File: config.mk
export PLATFORM = sky130hd
export DESIGN_NAME = dvp_capture_win
export DESIGN_NICKNAME = d
export VERILOG_FILES = /design/src/rtl/dvp_capture_win.sv
export SDC_FILE = /design/constraint.sdc
export NUM_CORES = 1
export LEC_CHECK = 0
export CORE_UTILIZATION = 30
export CTS_BUF_LIST = sky130_fd_sc_hd__clkbuf_4
export DETAILED_ROUTE_END_ITERATION = 10
export SYNTH_ARGS = -nofsm -noshare
export SYNTH_HDL_FRONTEND = slang
export SYNTH_SLANG_ARGS = --single-unit
export TNS_END_PERCENT = 10
File: constraint.sdc
create_clock -name PCLK -period 4.35 [get_ports PCLK]
set_clock_uncertainty 0.1 [all_clocks]
set_input_delay 1.305 -clock PCLK [delete_from_list [all_inputs] [get_ports PCLK]]
set_output_delay 1.305 -clock PCLK [all_outputs]
set_load 0.02 [all_outputs]
File: src/rtl/dvp_capture_win.sv
// DVP camera capture front end: beat packing, start-up frame skip,
// frame-gated crop window and window-relative pixel addressing.
module dvp_capture_win #(
   parameter int DW          = 8,
   parameter int BPP         = 2,
   parameter int AW          = 11,
   parameter int SKIP_FRAMES = 10
) (
   input  logic               PCLK,
   input  logic               Rst_n,
   input  logic               En,
   input  logic               Swap,
   input  logic [AW-1:0]      CropX0,
   input  logic [AW-1:0]      CropY0,
   input  logic [AW-1:0]      CropW,
   input  logic [AW-1:0]      CropH,
   input  logic               Vsync,
   input  logic               Href,
   input  logic [DW-1:0]      Data,
   output logic               DataValid,
   output logic [DW*BPP-1:0]  DataPixel,
   output logic [AW-1:0]      Xaddr,
   output logic [AW-1:0]      Yaddr,
   output logic               Sof,
   output logic               LineEnd,
   output logic               LineErr,
   output logic               Capturing,
   output logic [15:0]        FrameCnt
);

   localparam int PW  = DW * BPP;
   localparam int PHW = (BPP > 1) ? $clog2(BPP) : 1;
   localparam logic [PHW-1:0] PH_LAST = PHW'(BPP - 1);
   localparam logic [AW-1:0]  C_MAX   = '1;
   localparam logic [8:0]     SKIP_N  = 9'(SKIP_FRAMES);

   typedef enum logic [1:0] {
      IDLE,
      SYNC,
      SKIP,
      CAPTURE
   } state_t;

   state_t state;
   state_t state_nx;

   logic          rv;
   logic          rh;
   logic          rh_d;
   logic [DW-1:0] rd;

   logic          fb;
   logic          href_end;
   logic          line_done;

   logic          sh_swap;
   logic [AW-1:0] sh_x0;
   logic [AW-1:0] sh_y0;
   logic [AW-1:0] sh_w;
   logic [AW-1:0] sh_h;

   logic [7:0]    skip_cnt;
   logic          skip_hit;
   logic          capture;
   logic          active;
   logic          skipping;

   logic [PHW-1:0] phase;
   logic [PW-1:0]  acc;
   logic [PW-1:0]  pix;
   logic           pix_done;
   logic [AW-1:0]  col;
   logic [AW-1:0]  row;

   logic [AW:0]    x_end;
   logic [AW:0]    y_end;
   logic           x_in;
   logic           y_in;
   logic           emit;

   logic           sof_pend;
   logic           line_px;

   // Input registers and edge terms
   always_ff @(posedge PCLK or negedge Rst_n) begin
      if (!Rst_n) begin
         rv   <= 1'b0;
         rh   <= 1'b0;
         rh_d <= 1'b0;
         rd   <= '0;
      end else begin
         rv   <= Vsync;
         rh   <= Href;
         rh_d <= rh;
         rd   <= Data;
      end
   end

   assign fb        = ~rv & Vsync;
   assign href_end  = rh & ~Href;
   assign line_done = rh_d & ~rh;

   // Frame-stable copies of the run-time controls
   always_ff @(posedge PCLK or negedge Rst_n) begin
      if (!Rst_n) begin
         sh_swap <= 1'b0;
         sh_x0   <= '0;
         sh_y0   <= '0;
         sh_w    <= '0;
         sh_h    <= '0;
      end else if (fb) begin
         sh_swap <= Swap;
         sh_x0   <= CropX0;
         sh_y0   <= CropY0;
         sh_w    <= CropW;
         sh_h    <= CropH;
      end
   end

   always_ff @(posedge PCLK or negedge Rst_n) begin
      if (!Rst_n) begin
         state <= IDLE;
      end else begin
         state <= state_nx;
      end
   end

   assign skip_hit = ({1'b0, skip_cnt} + 9'd1) == SKIP_N;

   always_comb begin
      state_nx = state;
      unique case (state)
         IDLE: begin
            if (En) state_nx = SYNC;
         end
         SYNC: begin
            if (!En)
               state_nx = IDLE;
            else if (fb)
               state_nx = (SKIP_FRAMES == 0) ? CAPTURE : SKIP;
         end
         SKIP: begin
            if (!En)
               state_nx = IDLE;
            else if (fb && skip_hit)
               state_nx = CAPTURE;
         end
         CAPTURE: begin
            if (fb && !En) state_nx = IDLE;
         end
         default: state_nx = IDLE;
      endcase
   end

   always_comb begin
      capture  = 1'b0;
      active   = 1'b0;
      skipping = 1'b0;
      unique case (state)
         IDLE:    ;
         SYNC:    active = 1'b1;
         SKIP: begin
            active   = 1'b1;
            skipping = 1'b1;
         end
         CAPTURE: begin
            active  = 1'b1;
            capture = 1'b1;
         end
         default: ;
      endcase
   end

   assign Capturing = capture;

   always_ff @(posedge PCLK or negedge Rst_n) begin
      if (!Rst_n) begin
         skip_cnt <= '0;
      end else if (!skipping) begin
         skip_cnt <= '0;
      end else if (fb) begin
         skip_cnt <= skip_cnt + 8'd1;
      end
   end

   // Beat phase and pixel assembly
   assign pix_done = rh && (phase == PH_LAST);

   always_ff @(posedge PCLK or negedge Rst_n) begin
      if (!Rst_n) begin
         phase <= '0;
      end else if (!rh || phase == PH_LAST) begin
         phase <= '0;
      end else begin
         phase <= phase + PHW'(1);
      end
   end

   always_ff @(posedge PCLK or negedge Rst_n) begin
      if (!Rst_n) begin
         acc <= '0;
      end else if (rh) begin
         for (int k = 0; k < BPP; k++) begin
            if (phase == PHW'(k)) begin
               if (sh_swap)
                  acc[k*DW +: DW] <= rd;
               else
                  acc[(BPP-1-k)*DW +: DW] <= rd;
            end
         end
      end
   end

   // The final beat is still in rd, so splice it in directly
   always_comb begin
      pix = acc;
      if (sh_swap)
         pix[(BPP-1)*DW +: DW] = rd;
      else
         pix[0 +: DW] = rd;
   end

   always_ff @(posedge PCLK or negedge Rst_n) begin
      if (!Rst_n) begin
         col <= '0;
      end else if (!rh) begin
         col <= '0;
      end else if (pix_done && col != C_MAX) begin
         col <= col + AW'(1);
      end
   end

   always_ff @(posedge PCLK or negedge Rst_n) begin
      if (!Rst_n) begin
         row <= '0;
      end else if (rv) begin
         row <= '0;
      end else if (href_end && row != C_MAX) begin
         row <= row + AW'(1);
      end
   end

   assign x_end = {1'b0, sh_x0} + {1'b0, sh_w};
   assign y_end = {1'b0, sh_y0} + {1'b0, sh_h};
   assign x_in  = (col >= sh_x0) &&
                  (sh_w == '0 || {1'b0, col} < x_end);
   assign y_in  = (row >= sh_y0) &&
                  (sh_h == '0 || {1'b0, row} < y_end);

   assign emit = pix_done && capture && x_in && y_in &&
                 (col != C_MAX) && (row != C_MAX);

   always_ff @(posedge PCLK or negedge Rst_n) begin
      if (!Rst_n) begin
         DataValid <= 1'b0;
         DataPixel <= '0;
         Xaddr     <= '0;
         Yaddr     <= '0;
         Sof       <= 1'b0;
         FrameCnt  <= '0;
      end else begin
         DataValid <= emit;
         Sof       <= emit & sof_pend;
         if (emit) begin
            DataPixel <= pix;
            Xaddr     <= col - sh_x0;
            Yaddr     <= row - sh_y0;
            if (sof_pend) FrameCnt <= FrameCnt + 16'd1;
         end
      end
   end

   always_ff @(posedge PCLK or negedge Rst_n) begin
      if (!Rst_n) begin
         sof_pend <= 1'b0;
      end else if (fb) begin
         sof_pend <= 1'b1;
      end else if (emit) begin
         sof_pend <= 1'b0;
      end
   end

   // Line markers, reported the cycle after rH has fallen
   always_ff @(posedge PCLK or negedge Rst_n) begin
      if (!Rst_n) begin
         line_px <= 1'b0;
         LineEnd <= 1'b0;
         LineErr <= 1'b0;
      end else begin
         LineEnd <= line_done & line_px;
         LineErr <= line_done & active & (phase != '0);
         if (emit)
            line_px <= 1'b1;
         else if (line_done)
            line_px <= 1'b0;
      end
   end

endmodule

==> results by group <==
Outcome
  – Status: finished, violations left
  – Failing checks: DRC

Global route
  – Maximum number of pins on one net before global-route repair: 60
  – Initial antenna violation count: 1
  – GRT met3 Usage: under 10%
  – All-Layer GR Usage: 14.6%
  – GRT overflow: 0
  – Met2 GRT Util: between 20% and 30%
  – GR Util met1: 19.2%
  – First-pass GRT wire length: 36.1 mm
  – GRT busiest layer: met2
  – Vias in the first global route: around 7000

Setup path
  – Critical Path RT: 4.73 ns
  – RR Endpoint: Xaddr[7]$_DFFE_PN0P_
  – R2R Path Start: sh_x0[0]$_DFFE_PN0P_
  – R2R cell count: 15
  – Crit path max fanout: 14
  – CP Data Arrival Time: roughly 4.5 ns
  – R2r setup slk: 0.25 ns
  – Setup CP Type: flop to flop
  – Critical path capture point type: flop
  – Startpoint Class: flop

Placement
  – Dpl cell area: 0.0110 sq mm
  – Routability Congestion: about 0.8
  – I/O Buffers: about 120
  – Detailed Place HPWL: approximately 17 mm

Route
  – Total Wirelength: 22.2 mm
  – Mean routed wirelength per cell: 15.3 um
  – Via count: a little under 7000
  – Vias per inst: 4.77
  – First-pass detailed-route iteration total: 8
  – Initial DRC count: 369
  – Antenna-violating nets left: 0
  – # DRC: 2

Synthesis
  – Post-synth EDFFs: 0
  – Post-Synth Simple-Gate Area: 16.5%
  – Largest family of logic cells by synthesized area: simple AND/OR/NAND/NOR gates
  – Mux contribution to synthesized area: 9.96%
  – Yosys cell types: 61
  – Synth Flop Type: dfrtp_1
  – Mapped Avg Cell Area: between 10 and 15 sq um
  – Syn_nets: 1038
  – FFs w/ async S/R, synth: between 90% and 100%
  – Compound-Gate Fraction of Synth Area: 9.28%
  – Post-Synth Adder-Cell Area: 10.1%
  – Ys Warns: 0
  – Post-Synth XOR/XNOR Area: under 10%
  – Synthesized flop and latch total: between 150 and 200
  – Mapped cell area: between 0.009 and 0.01 sq mm
  – Post-Synthesis Cells: slightly above 900
  – Proportion of synthesized chip area in sequential cells: 44.3%

Timing
  – Final Max Tran Viols: 0
  – Final hold viol count: 0
  – Setup TNS: 0 ns
  – Worst Max-Slew Pin Slew: 1.02 ns
  – Final setup viols: 0
  – Rel. slew slack: 31.2%
  – Final period utilization: between 90% and 100%
  – Fmax: 244 MHz
  – Tmin final: 4.10 ns

Layout
  – Most frequent cells in the layout: dfrtp_1, nand2_1, clkdlybuf4s50_1
  – Register Area: 0.00413 sq mm
  – Final Net Count: 1170
  – Layout Utilization: 37.4%
  – Most common cell after layout, fill and taps aside: dfrtp_1
  – Fin area: 0.0114 sq mm
  – Area of the multi-input gates: roughly 0.005 sq mm
  – Layout cells sized above 1: 13.7%
  – Fillers: 3084
  – Area grow syn2layout: 22.7%

Power and ir drop
  – Power Total: 0.00357 W
  – Lkg Pwr: ~5.3 nW
  – Worst VDD drop: ~0.16 mV
  – P per Cell Area: 312 mW/mm^2

Min path
  – Hold crit path type: flop to flop
  – Hold path cells: 1
  – HP Start: FrameCnt[15]$_DFFE_PN0P_
  – Worst Hold Path EP: FrameCnt[15]$_DFFE_PN0P_

Clock tree
  – Clock latency on the worst-skew pair: 0.59 ns
  – Cts-stage hold buffer count: 0
  – Root Driver: clkbuf_4
  – Clock Sinks: around 170
  – Clk buf depth: 2
  – Clock transition at path regs: 0.17 ns
  – Cts bufs inserted: 17
  – CTS tree: yes
  – # H-tree levels: 4

Floorplanning
  – Die Ht: 178 um
  – Core ar.: 0.0306 sq mm
  – Die width: approximately 180 um
  – Initial core utilization: a little under a third
  – I/O pin count: 117
  – Die area: 0.0318 sq mm
  – # rows: 64

Flow run
  – Max Cap Viol: 0
==> worst max-delay path by stage <==
stage	startpoint	endpoint	slack [ns]	depth (start not counted)
after floorplan	sh_x0[0]$_DFFE_PN0P_	DataPixel[0]$_DFFE_PN0P_	0.18	17
after detailed placement	sh_w[0]$_DFFE_PN0P_	DataPixel[2]$_DFFE_PN0P_	0.05	15
after CTS	sh_w[0]$_DFFE_PN0P_	FrameCnt[1]$_DFFE_PN0P_	0.001	16
final	sh_x0[0]$_DFFE_PN0P_	Xaddr[7]$_DFFE_PN0P_	0.25	15
after global placement	sh_x0[0]$_DFFE_PN0P_	FrameCnt[1]$_DFFE_PN0P_	0.13	18
after global routing	sh_h[0]$_DFFE_PN0P_	Yaddr[2]$_DFFE_PN0P_	-0.02	20
==> state kept, by name (all words and copies together) (netlist names), 8 cells and up <==
name / count
Xaddr: 11
col: 11
Yaddr: 11
sh_x0: 11
DataPixel: 16
rd: 8
row: 11
skip_cnt: 8
sh_y0: 11
sh_w: 11
acc: 16
sh_h: 11
FrameCnt: 16
==> layout make-up <==
class	instances	area share (%)
antenna	1	0.0219
clock buffer	17	1.12
clock inverter	15	1.61
inverter	51	1.67
multi-input combinational	666	43.0
sequential	165	36.1
tap	396	4.33
timing repair buffer	138	12.1
==> cells by family after synthesis <==
family                   after synthesis
XOR/XNOR                              68
AND/OR/NAND/NOR                      319
flip-flops                           165
AO/OA/AOI/OAI                        134
multiplexers                          72
buffers and inverters                 76
adder cells (fa/ha/maj)               73
==> what timing repair did <==
item | 4_1_cts | 5_1_grt
buffers inserted | 0 | 4
gates resized for setup | 0 | 15
setup endpoints to repair | 0 | 56
==> report_power, final <==
group	switching, W	internal [W]
sequential	0.0000869	0.00164
clock	0.000670	0.000276
combinational	0.000465	0.000433
total	0.00122	0.00235
==> cell usage after synthesis, drive strengths merged (3+ instances only) <==
library cell	count	share of area, %
o211ai	3	0.30
o21bai	5	0.40
inv	51	2.1
nand3	40	2.1
ha	69	9.3
a21oi	29	1.6
o21a	7	0.56
nor3b	3	0.24
mux2i	5	0.54
a21boi	3	0.24
fa	4	0.86
and3	11	0.74
nand2	129	5.2
o211a	3	0.32
xnor2	47	4.4
nor2	47	1.9
and2	11	0.74
buf	9	0.78
clkbuf	16	0.64
nand4	20	1.4
o21ai	45	2.4
nor3	12	0.64
nor4	7	0.47
or3	5	0.34
a211oi	5	0.40
dfrtp	165	44
mux2	67	9.4
nor2b	11	0.74
or2	3	0.20
xor2	21	2.0
nand2b	7	0.47
nor4b	3	0.28
a31oi	7	0.47
a21o	8	0.64
and4	4	0.40
==> critical path, stage by stage (launching register included) <==
cell and delay, ns:
dfrtp_1 0.42, ha_1 0.24, fa_1 0.39, a21o_1 0.18, a21oi_2 0.15, o21bai_1 0.09
a21oi_2 0.17, o21ai_2 0.10, o211a_1 0.23, ha_1 0.22, a2111oi_2 0.43, a31oi_2 0.19
a2111oi_4 0.40, nand2_2 0.17, clkbuf_16 0.23, mux2_4 0.30
==> through the flow <==
stage / hold slack [ns] / worst slack [ns] / cells
global route: 0.430 / -0.0161 / 1449
global placement: 0.370 / 0.125 / 1411
detailed placement: 0.377 / 0.0453 / 1411
finish: 0.391 / 0.251 / 1449
floorplan: 0.252 / 0.184 / 907
CTS: 0.398 / 0.00148 / 1443
==> layer usage <==
| metal | wire (um) | share of wire (%) | up-vias |
|---|---|---|---|
| met2 | 10800 | 49 | 112 |
| met1 | 10300 | 46 | 3340 |
| met5 | 0 | 0 | - |
| li1 | - | - | 3437 |
| met4 | 315 | 1.4 | 0 |
| met3 | 708 | 3.2 | 20 |
Power figures use the tool's default switching activity.
